$ cat src/rtl/regfile_wb_arbiter_if.sv
// Writeback bus between the writeback sources and the arbiter, plus the
// registered write port that the arbiter drives into the register file.
// master: writeback source side, slave: arbiter side.
interface regfile_wb_arbiter_if #(
    parameter int NREQ   = 3,
    parameter int XLEN   = 32,
    parameter int ADDR_W = 5
);
    localparam int GID_W = $clog2(NREQ);

    logic                     wb_stall;
    logic [NREQ-1:0]          req_valid;
    logic [NREQ-1:0]          req_ready;
    logic [NREQ*ADDR_W-1:0]   req_rd;
    logic [NREQ*XLEN-1:0]     req_data;
    logic                     w_en;
    logic [ADDR_W-1:0]        rd;
    logic [XLEN-1:0]          w_data;
    logic [GID_W-1:0]         grant_id;

    modport master (
        output wb_stall, req_valid, req_rd, req_data,
        input  req_ready, w_en, rd, w_data, grant_id
    );

    modport slave (
        input  wb_stall, req_valid, req_rd, req_data,
        output req_ready, w_en, rd, w_data, grant_id
    );
endinterface

$ cat src/rtl/regfile_wb_arbiter.sv
// Round-robin arbiter sharing the register file's single write port among
// NREQ writeback sources. Grant is combinational; the winning write is
// registered and presented to the register file for one cycle.
// Optional feature: define WB_ARB_STATS_EN to add per-source saturating
// grant counters (stat_clr / stat_grant ports).
module regfile_wb_arbiter #(
    parameter int NREQ   = 3,
    parameter int XLEN   = 32,
    parameter int ADDR_W = 5
) (
    input  logic                  clk,
    input  logic                  rst,
    regfile_wb_arbiter_if.slave   bus
`ifdef WB_ARB_STATS_EN
    ,
    input  logic                  stat_clr,
    output logic [NREQ*16-1:0]    stat_grant
`endif
);
    localparam int GID_W = $clog2(NREQ);

    logic [GID_W-1:0]  ptr_q, ptr_d;
    logic [GID_W-1:0]  gnt_idx;
    logic              hs;
    logic [NREQ-1:0]   ready;
    logic [ADDR_W-1:0] sel_rd;
    logic [XLEN-1:0]   sel_data;

    logic              w_en_q, w_en_d;
    logic [ADDR_W-1:0] rd_q, rd_d;
    logic [XLEN-1:0]   w_data_q, w_data_d;
    logic [GID_W-1:0]  gid_q, gid_d;

    // Round-robin search from ptr upward; stall or reset suppress any grant
    always_comb begin
        int idx;
        idx     = 0;
        hs      = 1'b0;
        gnt_idx = '0;
        ready   = '0;
        for (int k = 0; k < NREQ; k++) begin
            idx = (int'(ptr_q) + k) % NREQ;
            if (!hs && bus.req_valid[idx]) begin
                hs      = 1'b1;
                gnt_idx = GID_W'(idx);
            end
        end
        if (rst || bus.wb_stall) begin
            hs = 1'b0;
        end
        if (hs) begin
            ready[gnt_idx] = 1'b1;
        end
    end

    assign bus.req_ready = ready;
    assign sel_rd        = bus.req_rd[gnt_idx*ADDR_W +: ADDR_W];
    assign sel_data      = bus.req_data[gnt_idx*XLEN +: XLEN];

    // Next-state: capture the granted write, advance the pointer past the winner
    always_comb begin
        ptr_d    = ptr_q;
        w_en_d   = 1'b0;
        rd_d     = rd_q;
        w_data_d = w_data_q;
        gid_d    = gid_q;
        if (hs) begin
            ptr_d    = (gnt_idx == GID_W'(NREQ - 1)) ? '0 : gnt_idx + GID_W'(1);
            // x0 writes still complete the handshake but never enable the file
            w_en_d   = (sel_rd != '0);
            rd_d     = sel_rd;
            w_data_d = sel_data;
            gid_d    = gnt_idx;
        end
    end

    // Pointer and write-port registers; reset clears any beat registered this cycle
    always_ff @(posedge clk) begin
        if (rst) begin
            ptr_q    <= '0;
            w_en_q   <= 1'b0;
            rd_q     <= '0;
            w_data_q <= '0;
            gid_q    <= '0;
        end else begin
            ptr_q    <= ptr_d;
            w_en_q   <= w_en_d;
            rd_q     <= rd_d;
            w_data_q <= w_data_d;
            gid_q    <= gid_d;
        end
    end

    assign bus.w_en     = w_en_q;
    assign bus.rd       = rd_q;
    assign bus.w_data   = w_data_q;
    assign bus.grant_id = gid_q;

`ifdef WB_ARB_STATS_EN
    logic [15:0] cnt_q [NREQ];
    logic [15:0] cnt_d [NREQ];

    // Saturating per-source grant counters; clear beats a same-cycle increment
    always_comb begin
        for (int i = 0; i < NREQ; i++) begin
            cnt_d[i] = cnt_q[i];
            if (stat_clr) begin
                cnt_d[i] = '0;
            end else if (hs && gnt_idx == GID_W'(i) && cnt_q[i] != 16'hFFFF) begin
                cnt_d[i] = cnt_q[i] + 16'd1;
            end
        end
    end

    // Counter registers
    always_ff @(posedge clk) begin
        for (int i = 0; i < NREQ; i++) begin
            if (rst) begin
                cnt_q[i] <= '0;
            end else begin
                cnt_q[i] <= cnt_d[i];
            end
        end
    end

    for (genvar g = 0; g < NREQ; g++) begin : g_stat
        assign stat_grant[g*16 +: 16] = cnt_q[g];
    end
`endif
endmodule
$ cat src/flat_wrapper.sv
// flat-port wrapper written by rule: the top's interface ports become plain ports
module regfile_wb_arbiter_flat 
#(
    parameter int NREQ   = 3,
    parameter int XLEN   = 32,
    parameter int ADDR_W = 5
)
  (clk, rst, bus_wb_stall, bus_req_valid, bus_req_rd, bus_req_data, bus_req_ready, bus_w_en, bus_rd, bus_w_data, bus_grant_id);
  regfile_wb_arbiter_if #(.NREQ(NREQ), .XLEN(XLEN), .ADDR_W(ADDR_W)) bus_i ();
  input  logic clk;
  input  logic rst;
  input wire logic [$bits(bus_i.wb_stall)-1:0] bus_wb_stall;
  input wire logic [$bits(bus_i.req_valid)-1:0] bus_req_valid;
  input wire logic [$bits(bus_i.req_rd)-1:0] bus_req_rd;
  input wire logic [$bits(bus_i.req_data)-1:0] bus_req_data;
  output wire logic [$bits(bus_i.req_ready)-1:0] bus_req_ready;
  output wire logic [$bits(bus_i.w_en)-1:0] bus_w_en;
  output wire logic [$bits(bus_i.rd)-1:0] bus_rd;
  output wire logic [$bits(bus_i.w_data)-1:0] bus_w_data;
  output wire logic [$bits(bus_i.grant_id)-1:0] bus_grant_id;
  assign bus_i.wb_stall = bus_wb_stall;
  assign bus_i.req_valid = bus_req_valid;
  assign bus_i.req_rd = bus_req_rd;
  assign bus_i.req_data = bus_req_data;
  assign bus_req_ready = bus_i.req_ready;
  assign bus_w_en = bus_i.w_en;
  assign bus_rd = bus_i.rd;
  assign bus_w_data = bus_i.w_data;
  assign bus_grant_id = bus_i.grant_id;
  regfile_wb_arbiter #(.NREQ(NREQ), .XLEN(XLEN), .ADDR_W(ADDR_W)) u_core (.clk(clk), .rst(rst), .bus(bus_i));
endmodule
$ cat config.mk
export PLATFORM = sky130hd
export DESIGN_NAME = regfile_wb_arbiter_flat
export DESIGN_NICKNAME = d
export VERILOG_FILES = /design/src/rtl/regfile_wb_arbiter_if.sv /design/src/rtl/regfile_wb_arbiter.sv /design/src/flat_wrapper.sv
export SDC_FILE = /design/constraint.sdc
export NUM_CORES = 1
export LEC_CHECK = 0
export CORE_UTILIZATION = 35
export CTS_CLUSTER_DIAMETER = 40
export DETAILED_ROUTE_END_ITERATION = 8
export PLACE_DENSITY = 0.86
export SYNTH_ARGS = -nofsm -noshare
export SYNTH_HDL_FRONTEND = slang
export SYNTH_SLANG_ARGS = --single-unit
$ cat constraint.sdc
create_clock -name clk -period 6.4 [get_ports clk]
set_input_delay 0.96 -clock clk [delete_from_list [all_inputs] [get_ports clk]]
set_output_delay 0.96 -clock clk [all_outputs]
set_load 0.01 [all_outputs]
==> results.json <==
{
  "run_status": "complete, no violations",
  "cts.clk_slew.worst_paths_ps": 80,
  "vias": 3122,
  "synth_fp_nets": 448,
  "cells_along_the_critical_path": "clkdlybuf4s50_1 -> nor2b_1 -> o21ai_1 -> nand3_2 -> and2_1 -> nor3_1 -> clkdlybuf4s50_1",
  "groute.layer.met1.usage_pct": 26.6,
  "grt.overflow.total": 0,
  "finalSetupViolations": 0,
  "cts.root.buffer_cell": "clkbuf_8",
  "fin_crit_sh_pct": 72.8,
  "start_kind": "input port",
  "worstPathArrival_ps": 3700,
  "totalWireLength_mm": 9.38,
  "source_of_the_worst_register_to_register_timing_path": "u_core.ptr_q[1]$_SDFFE_PP0P_",
  "final_weighted_congestion_of_routability_driven_global_placement": 0.857,
  "timing.final.hold_violations": 0,
  "cts.repair_timing.setup_buffer_count": 0,
  "vias_per_cell": 5.48,
  "first_global_vias": 3038,
  "grt_max_degree": 46,
  "syn2layout_area_growth_pct": 59.8,
  "n_antenna_cell": 0,
  "grt_busiest_layer": "met2",
  "max_freq_mhz": 215,
  "critical_path.endpoint_type": "primary output",
  "postSynthRegisterBits": 42,
  "yosysUniqueCellTypes": 44,
  "dieArea_um2": 8370,
  "cp_num_cells": 7,
  "ant_nets": 0,
  "p_leak_nw": 1.69,
  "critical-path-top-delay-family": "simple AND/OR/NAND/NOR gates",
  "groute.layer.met2.usage_pct": 38.7,
  "worst_path_max_delay_cell": "clkdlybuf4s50_1",
  "drc_errors": 0,
  "setup_repair_after_global_routing_missed_its_margin": "false",
  "std_cell_rows": 32,
  "cts-root-to-sink-buffers": 2,
  "tritoncts": "built",
  "path_class_of_the_lowest_slack_min_delay_path": "reg -> reg",
  "path_buf_inv": 2,
  "cell_internal_pwr_w": 0.00126,
  "timing.critical_path.fanout_max": 29,
  "placement.io_buffers": 159,
  "clock_sink_count": 42,
  "cts.htree.levels": 2,
  "reg2reg_slack_ps": 3220,
  "post_cts_resize_count": 0,
  "worst-setup-path-type": "in -> out",
  "avgSynthCellArea_um2": 8.57,
  "final_net_count": 588,
  "reg2regPathDepth": 9,
  "detailed_place_hpwl_mm": 6.67,
  "drt_iter0_markers": 142,
  "nFillCells": 684,
  "globalRouteTotalUtil_pct": 21.6,
  "number_of_warnings_reported_in_the_yosys_synthesis_log": 0,
  "drt_wl_cell_um": 16.5,
  "totalNegativeSetupSlack_ps": 0,
  "netSwitchingFraction_pct": 45.4,
  "synthesis.instances": 327,
  "vdd_drop_max_mv": 0.232,
  "ys_dominant_reg_cell": "dfxtp_1",
  "combinationalPowerShare_pct": 72.5,
  "timing.clock.skew_ps": 7.90,
  "p_sw_w": 0.00105,
  "global_route_wire_length_before_repair_mm": 14.6,
  "timing.max_slew.rel_slack_pct": 39.5,
  "worstSkewPairLatency_ps": 290,
  "timing.max_cap.violations": 0,
  "die_w_um": 91.5,
  "cell_with_the_most_instances_on_the_worst_path": "clkdlybuf4s50_1",
  "post_synth_instance_area_um2": 2800,
  "power.density_nw_per_um2": 516,
  "post_cts_hold_buffer_count": 0,
  "grt_util_met3_pct": 4.02,
  "cp-endpoint": "bus_req_ready[2]",
  "ys_seq_area_share_pct": 30.0,
  "antenna_violations_before_repair": 0,
  "core_outline_area_um2": 7730,
  "drive_above_1_share_pct": 11.3,
  "final_period_minus_worst_setup_slack_ps": 4660,
  "synth_enable_flop_cells": 0,
  "timing.rr.end": "u_core.bus.w_en$_SDFF_PP0_",
  "detail_route.first_pass.iterations": 4,
  "tritoncts_buffer_count": 5,
  "timing.critical_path.slowest_cell_delay_ps": 560,
  "clockPowerShare_pct": 7.8,
  "post_route_cell_area_um2": 4480,
  "worstSetupStartpoint": "bus_req_valid[1]",
  "cp_data_required_time_ps": 5440,
  "max_slew.worst_pin.slew_ps": 908,
  "placement.cell_area_um2": 4390,
  "die_h_um": 91.5,
  "ioPinCount": 160,
  "power.share.sequential_pct": 19.7,
  "start_util_pct": 36.3,
  "ys_async_sr_fraction_pct": 0,
  "drv_slew": 0
}
## kinds of logic (layout without fill, tap and decap cells)
family                     after synthesis  after routing  share of synthesized area (%)
buffers and inverters                   35            176                           7.14
AOI/OAI and AO/OA                      137            137                           39.5
and+or+nand+nor                        103            103                           19.0
adders and majority gates                4              4                           1.78
DFF                                     42             42                           30.0
muxes                                    6              6                           2.59
## per-stage QoR
stage / util, % / setup slack (ps) / total power, W / std cells / hold slack (ps)
2_1_floorplan: - / 3150 / 0.00164 / 327 / 466
3_3_place_gp: 56.8 / 1780 / 0.00209 / 562 / 471
3_5_place_dp: 56.8 / 1760 / 0.00213 / 562 / 485
4_1_cts: 58.0 / 1760 / 0.00232 / 570 / 504
5_1_grt: 58.0 / 1560 / 0.00248 / 570 / 524
6_report: 58.0 / 1740 / 0.00231 / 570 / 497
## synth_stat cells (all sizes together) (3+ instances only)
cell     number  share of area [%]
buf          20                5.1
mux2i         6                2.6
nand2        15                2.3
dfxtp        42                 30
and2          3               0.67
nor2b         3               0.67
a31o          4                1.2
o21ai        45                8.0
nor2         42                5.7
a211oi       33                 13
nor3          3               0.54
ha            4                1.8
a21oi         8                1.6
inv           4               0.54
clkbuf       11                1.5
and3         27                6.0
o22a          3               0.94
a2bb2oi      27                8.4
a221oi        6                1.9
## power groups by stage
stage | logic, W | clock network [W] | registers [W]
detailed placement | 0.00167 | 0 | 0.000457
CTS | 0.00168 | 0.000184 | 0.000455
finish | 0.00168 | 0.000181 | 0.000454
floorplan | 0.00115 | 0 | 0.000497
global route | 0.00181 | 0.000196 | 0.000467
global placement | 0.00164 | 0 | 0.000455
## sequential cells by signal (all words and copies together), names as in the netlist
register,flops
u_core.bus.w_data,32
u_core.bus.rd,5
u_core.bus.grant_id,2
u_core.ptr_q,2
u_core.bus.w_en,1
## worst min-delay path by stage
stage / depth (start not counted) / startpoint / slack, ps / end
6_report: 2 / u_core.bus.w_data[18]$_SDFFE_PP0P_ / 500 / u_core.bus.w_data[18]$_SDFFE_PP0P_
5_1_grt: 2 / u_core.bus.w_data[11]$_SDFFE_PP0P_ / 520 / u_core.bus.w_data[11]$_SDFFE_PP0P_
4_1_cts: 2 / u_core.ptr_q[0]$_SDFFE_PP0P_ / 500 / u_core.ptr_q[0]$_SDFFE_PP0P_
3_5_place_dp: 2 / u_core.bus.w_data[18]$_SDFFE_PP0P_ / 480 / u_core.bus.w_data[18]$_SDFFE_PP0P_
3_3_place_gp: 2 / u_core.bus.w_data[24]$_SDFFE_PP0P_ / 470 / u_core.bus.w_data[24]$_SDFFE_PP0P_
2_1_floorplan: 2 / u_core.ptr_q[0]$_SDFFE_PP0P_ / 470 / u_core.ptr_q[0]$_SDFFE_PP0P_
## layout make-up
| class | count | area (um2) | share of cell area [%] |
|---|---|---|---|
| Timing Repair Buffer | 164 | 1630 | 36.3 |
| Tap cell | 102 | 128 | 2.85 |
| Inverter | 4 | 15.0 | 0.335 |
| Clock inverter | 2 | 12.5 | 0.279 |
| Multi-Input combinational cell | 250 | 1770 | 39.6 |
| Clock buffer | 6 | 82.6 | 1.84 |
| Sequential cell | 42 | 841 | 18.8 |
## worst reg2reg max path, delay by kind of cell, from the launching register on
kind | cells | cell delay (ps)
multiplexers | 1 | 390
flip-flops | 1 | 350
adder cells (fa/ha/maj) | 1 | 420
AND/OR/NAND/NOR | 2 | 1070
buffers and inverters | 1 | 80
AO/OA/AOI/OAI | 4 | 810
## routing by layer
layer	up-vias	routed length [um]
met5	-	0
met4	0	83
met2	136	4680
met3	8	583
li1	1505	-
met1	1473	4040
## cells in the final DEF, fill, tap and decap left out, types with 2 or more instances in the layout
cell | netlist | layout
nor2_2 | 1 | 2
o21ai_0 | 37 | 37
mux2i_1 | 5 | 5
a31o_2 | 3 | 3
and2_1 | 3 | 3
dfxtp_1 | 42 | 42
nor2_1 | 41 | 40
nor2b_1 | 3 | 3
a211oi_1 | 10 | 10
inv_1 | 4 | 4
clkdlybuf4s50_1 | 0 | 159
a21oi_1 | 7 | 7
and3_1 | 27 | 27
ha_1 | 4 | 4
a211oi_2 | 23 | 23
nor3_1 | 3 | 3
nand2b_1 | 2 | 2
o22a_1 | 3 | 3
nand2_1 | 14 | 14
and3b_1 | 2 | 2
o21ai_1 | 8 | 8
a2bb2oi_1 | 27 | 27
clkbuf_8 | 0 | 6
buf_4 | 0 | 5
a221oi_1 | 6 | 6
o31a_1 | 2 | 2
No activity file was read; power rests on OpenSTA's default activity.
==> RTL edit (same flow settings) <==
`XLEN` is set to 32 in 3 places; all go to 40.
--- a/src/rtl/regfile_wb_arbiter_if.sv
+++ b/src/rtl/regfile_wb_arbiter_if.sv
@@ -3,7 +3,7 @@
 // master: writeback source side, slave: arbiter side.
 interface regfile_wb_arbiter_if #(
     parameter int NREQ   = 3,
-    parameter int XLEN   = 32,
+    parameter int XLEN   = 40,
     parameter int ADDR_W = 5
 );
     localparam int GID_W = $clog2(NREQ);
--- a/src/rtl/regfile_wb_arbiter.sv
+++ b/src/rtl/regfile_wb_arbiter.sv
@@ -5,7 +5,7 @@
 // grant counters (stat_clr / stat_grant ports).
 module regfile_wb_arbiter #(
     parameter int NREQ   = 3,
-    parameter int XLEN   = 32,
+    parameter int XLEN   = 40,
     parameter int ADDR_W = 5
 ) (
     input  logic                  clk,
--- a/src/flat_wrapper.sv
+++ b/src/flat_wrapper.sv
@@ -2,7 +2,7 @@
 module regfile_wb_arbiter_flat 
 #(
     parameter int NREQ   = 3,
-    parameter int XLEN   = 32,
+    parameter int XLEN   = 40,
     parameter int ADDR_W = 5
 )
   (clk, rst, bus_wb_stall, bus_req_valid, bus_req_rd, bus_req_data, bus_req_ready, bus_w_en, bus_rd, bus_w_data, bus_grant_id);
Ports: changed (resized bus_req_data and bus_w_data); port bits go from 160 to 192. No check against the original RTL was run, so the function may have changed too.
==> RTL edit against the unedited design <==
Maximum frequency shrank 3.2%. Count of clock-buffer cells in the layout shrank 1. Worst setup slack lost 0.15 ns. Critical path type unchanged. Core utilization grew 4.9 points. Sequential cell count grew 8. Highest routed layer unchanged. Synthesized area grew 1.7%. Critical endpoint is now bus_req_ready[0]. Cell area grew 9.7%. Routed wire length shrank 2.7%.
Power is not compared: it rests on default switching activity, and its combinational part moved more than twofold at a synthesized area within 25%.
==> RTL edit: results (changes against the unedited design) <==
run status=finished clean; gpl congestion=0.762 (-11%); DR iter-0 viols=83 (-42%); Tot GR Track Use=0.205 (-0.0107); fin nets=646 (+9.9%); CP max-delay cell=nor2_2; WP data arrival=3.85 ns (+0.15 ns); ranking of synthesized cells by area=dfxtp_1, mux2i_1, a22o_1; flop2flop setup slack=2.93 ns (-0.29 ns); Cells after DPL=596 (+6.0%); Clock Pin Slew Worst Setup and Hold Paths=0.09 ns; Cell variety after synth=41 (-6.8%); routed vias/inst=5.16 (-5.8%); Post-Syn Instances=325 (-0.61%); max FFs per register=40 (+25%); layout cells sized above 1=0.0438 (-0.0694); CP endpoint=bus_req_ready[0]; dpl hpwl=7150 um (+7.2%); Max-slew headroom=0.355 (-0.0401); pin count of the biggest net entering global routing=50 (+8.7%); FF-to-FF End=u_core.bus.w_data[38]; worst clock skew=0.00383 ns (-0.00408 ns); number of global-route vias before repair=2,987 (-1.7%); commonest cells in the netlist=dfxtp_1, nand2_1, mux2i_1; syn_nets=470 (+4.9%); largest stage delay on the critical path=0.62 ns (+0.06 ns); routed wire length=9130 um (-2.7%); Seq/Total Area, Yosys=0.351 (+0.0512)
[RTL edit: cell families after synthesis]
kind of cell | count (synthesis) | synth area share
AOI/OAI and AO/OA | 108 | 0.266
and+or+nand+nor | 83 | 0.138
DFF | 50 | 0.351
muxes | 47 | 0.167
buffers and inverters | 33 | 0.0601
adders and majority gates | 4 | 0.0176
[RTL edit: critical path, delay by kind of cell]
kind,cells,cell delay (ns)
muxes,1,0.15
buffers and inverters,2,1.11
AOI/OAI and AO/OA,1,0.29
and+or+nand+nor,4,1.34
[RTL edit: metrics by stage]
step            util  cell area, sq um
6_report       0.629              4910
5_1_grt        0.629              4910
4_1_cts        0.629              4910
3_5_place_dp   0.615              4800
3_3_place_gp   0.615              4800
2_1_floorplan      -              2850
[RTL edit: area by class of cell]
type / instances / area (sq um)
clock buffers: 5 / 68.8
clock inverters: 3 / 43.8
fillers: 679 / 2890
inverters: 6 / 22.5
multi-input cells: 242 / 1700
flip-flops and latches: 50 / 1000
well taps: 102 / 128
repair buffers: 196 / 1950
[RTL edit: power by group through the flow]
stage	combinational [W]	sequential [W]	clock [W]
2_1_floorplan	0.000449	0.000460	0
3_3_place_gp	0.000771	0.000430	0
3_5_place_dp	0.000794	0.000432	0
4_1_cts	0.000796	0.000427	0.000226
5_1_grt	0.000852	0.000435	0.000238
6_report	0.000790	0.000427	0.000222
[RTL edit: worst min path at each step]
stage | endpoint | depth (start not counted) | start | slack [ns]
6_report | u_core.bus.grant_id[1] | 2 | u_core.bus.grant_id[1] | 0.47
5_1_grt | u_core.bus.grant_id[0] | 2 | u_core.bus.grant_id[0] | 0.49
3_5_place_dp | u_core.bus.rd[4] | 2 | u_core.bus.rd[4] | 0.46
4_1_cts | u_core.bus.grant_id[1] | 2 | u_core.bus.grant_id[1] | 0.47
2_1_floorplan | u_core.ptr_q[1] | 2 | u_core.ptr_q[1] | 0.46
3_3_place_gp | u_core.bus.grant_id[1] | 2 | u_core.bus.grant_id[1] | 0.44
[RTL edit: per-layer routing]
layer / up-vias / track usage / part of all wire
li1: 1543 / - / -
met1: 1422 / 0.235 / 0.39
met2: 137 / 0.374 / 0.52
met3: 13 / 0.0539 / 0.076
met4: 0 / 0.0547 / 0.013
met5: - / 0 / 0
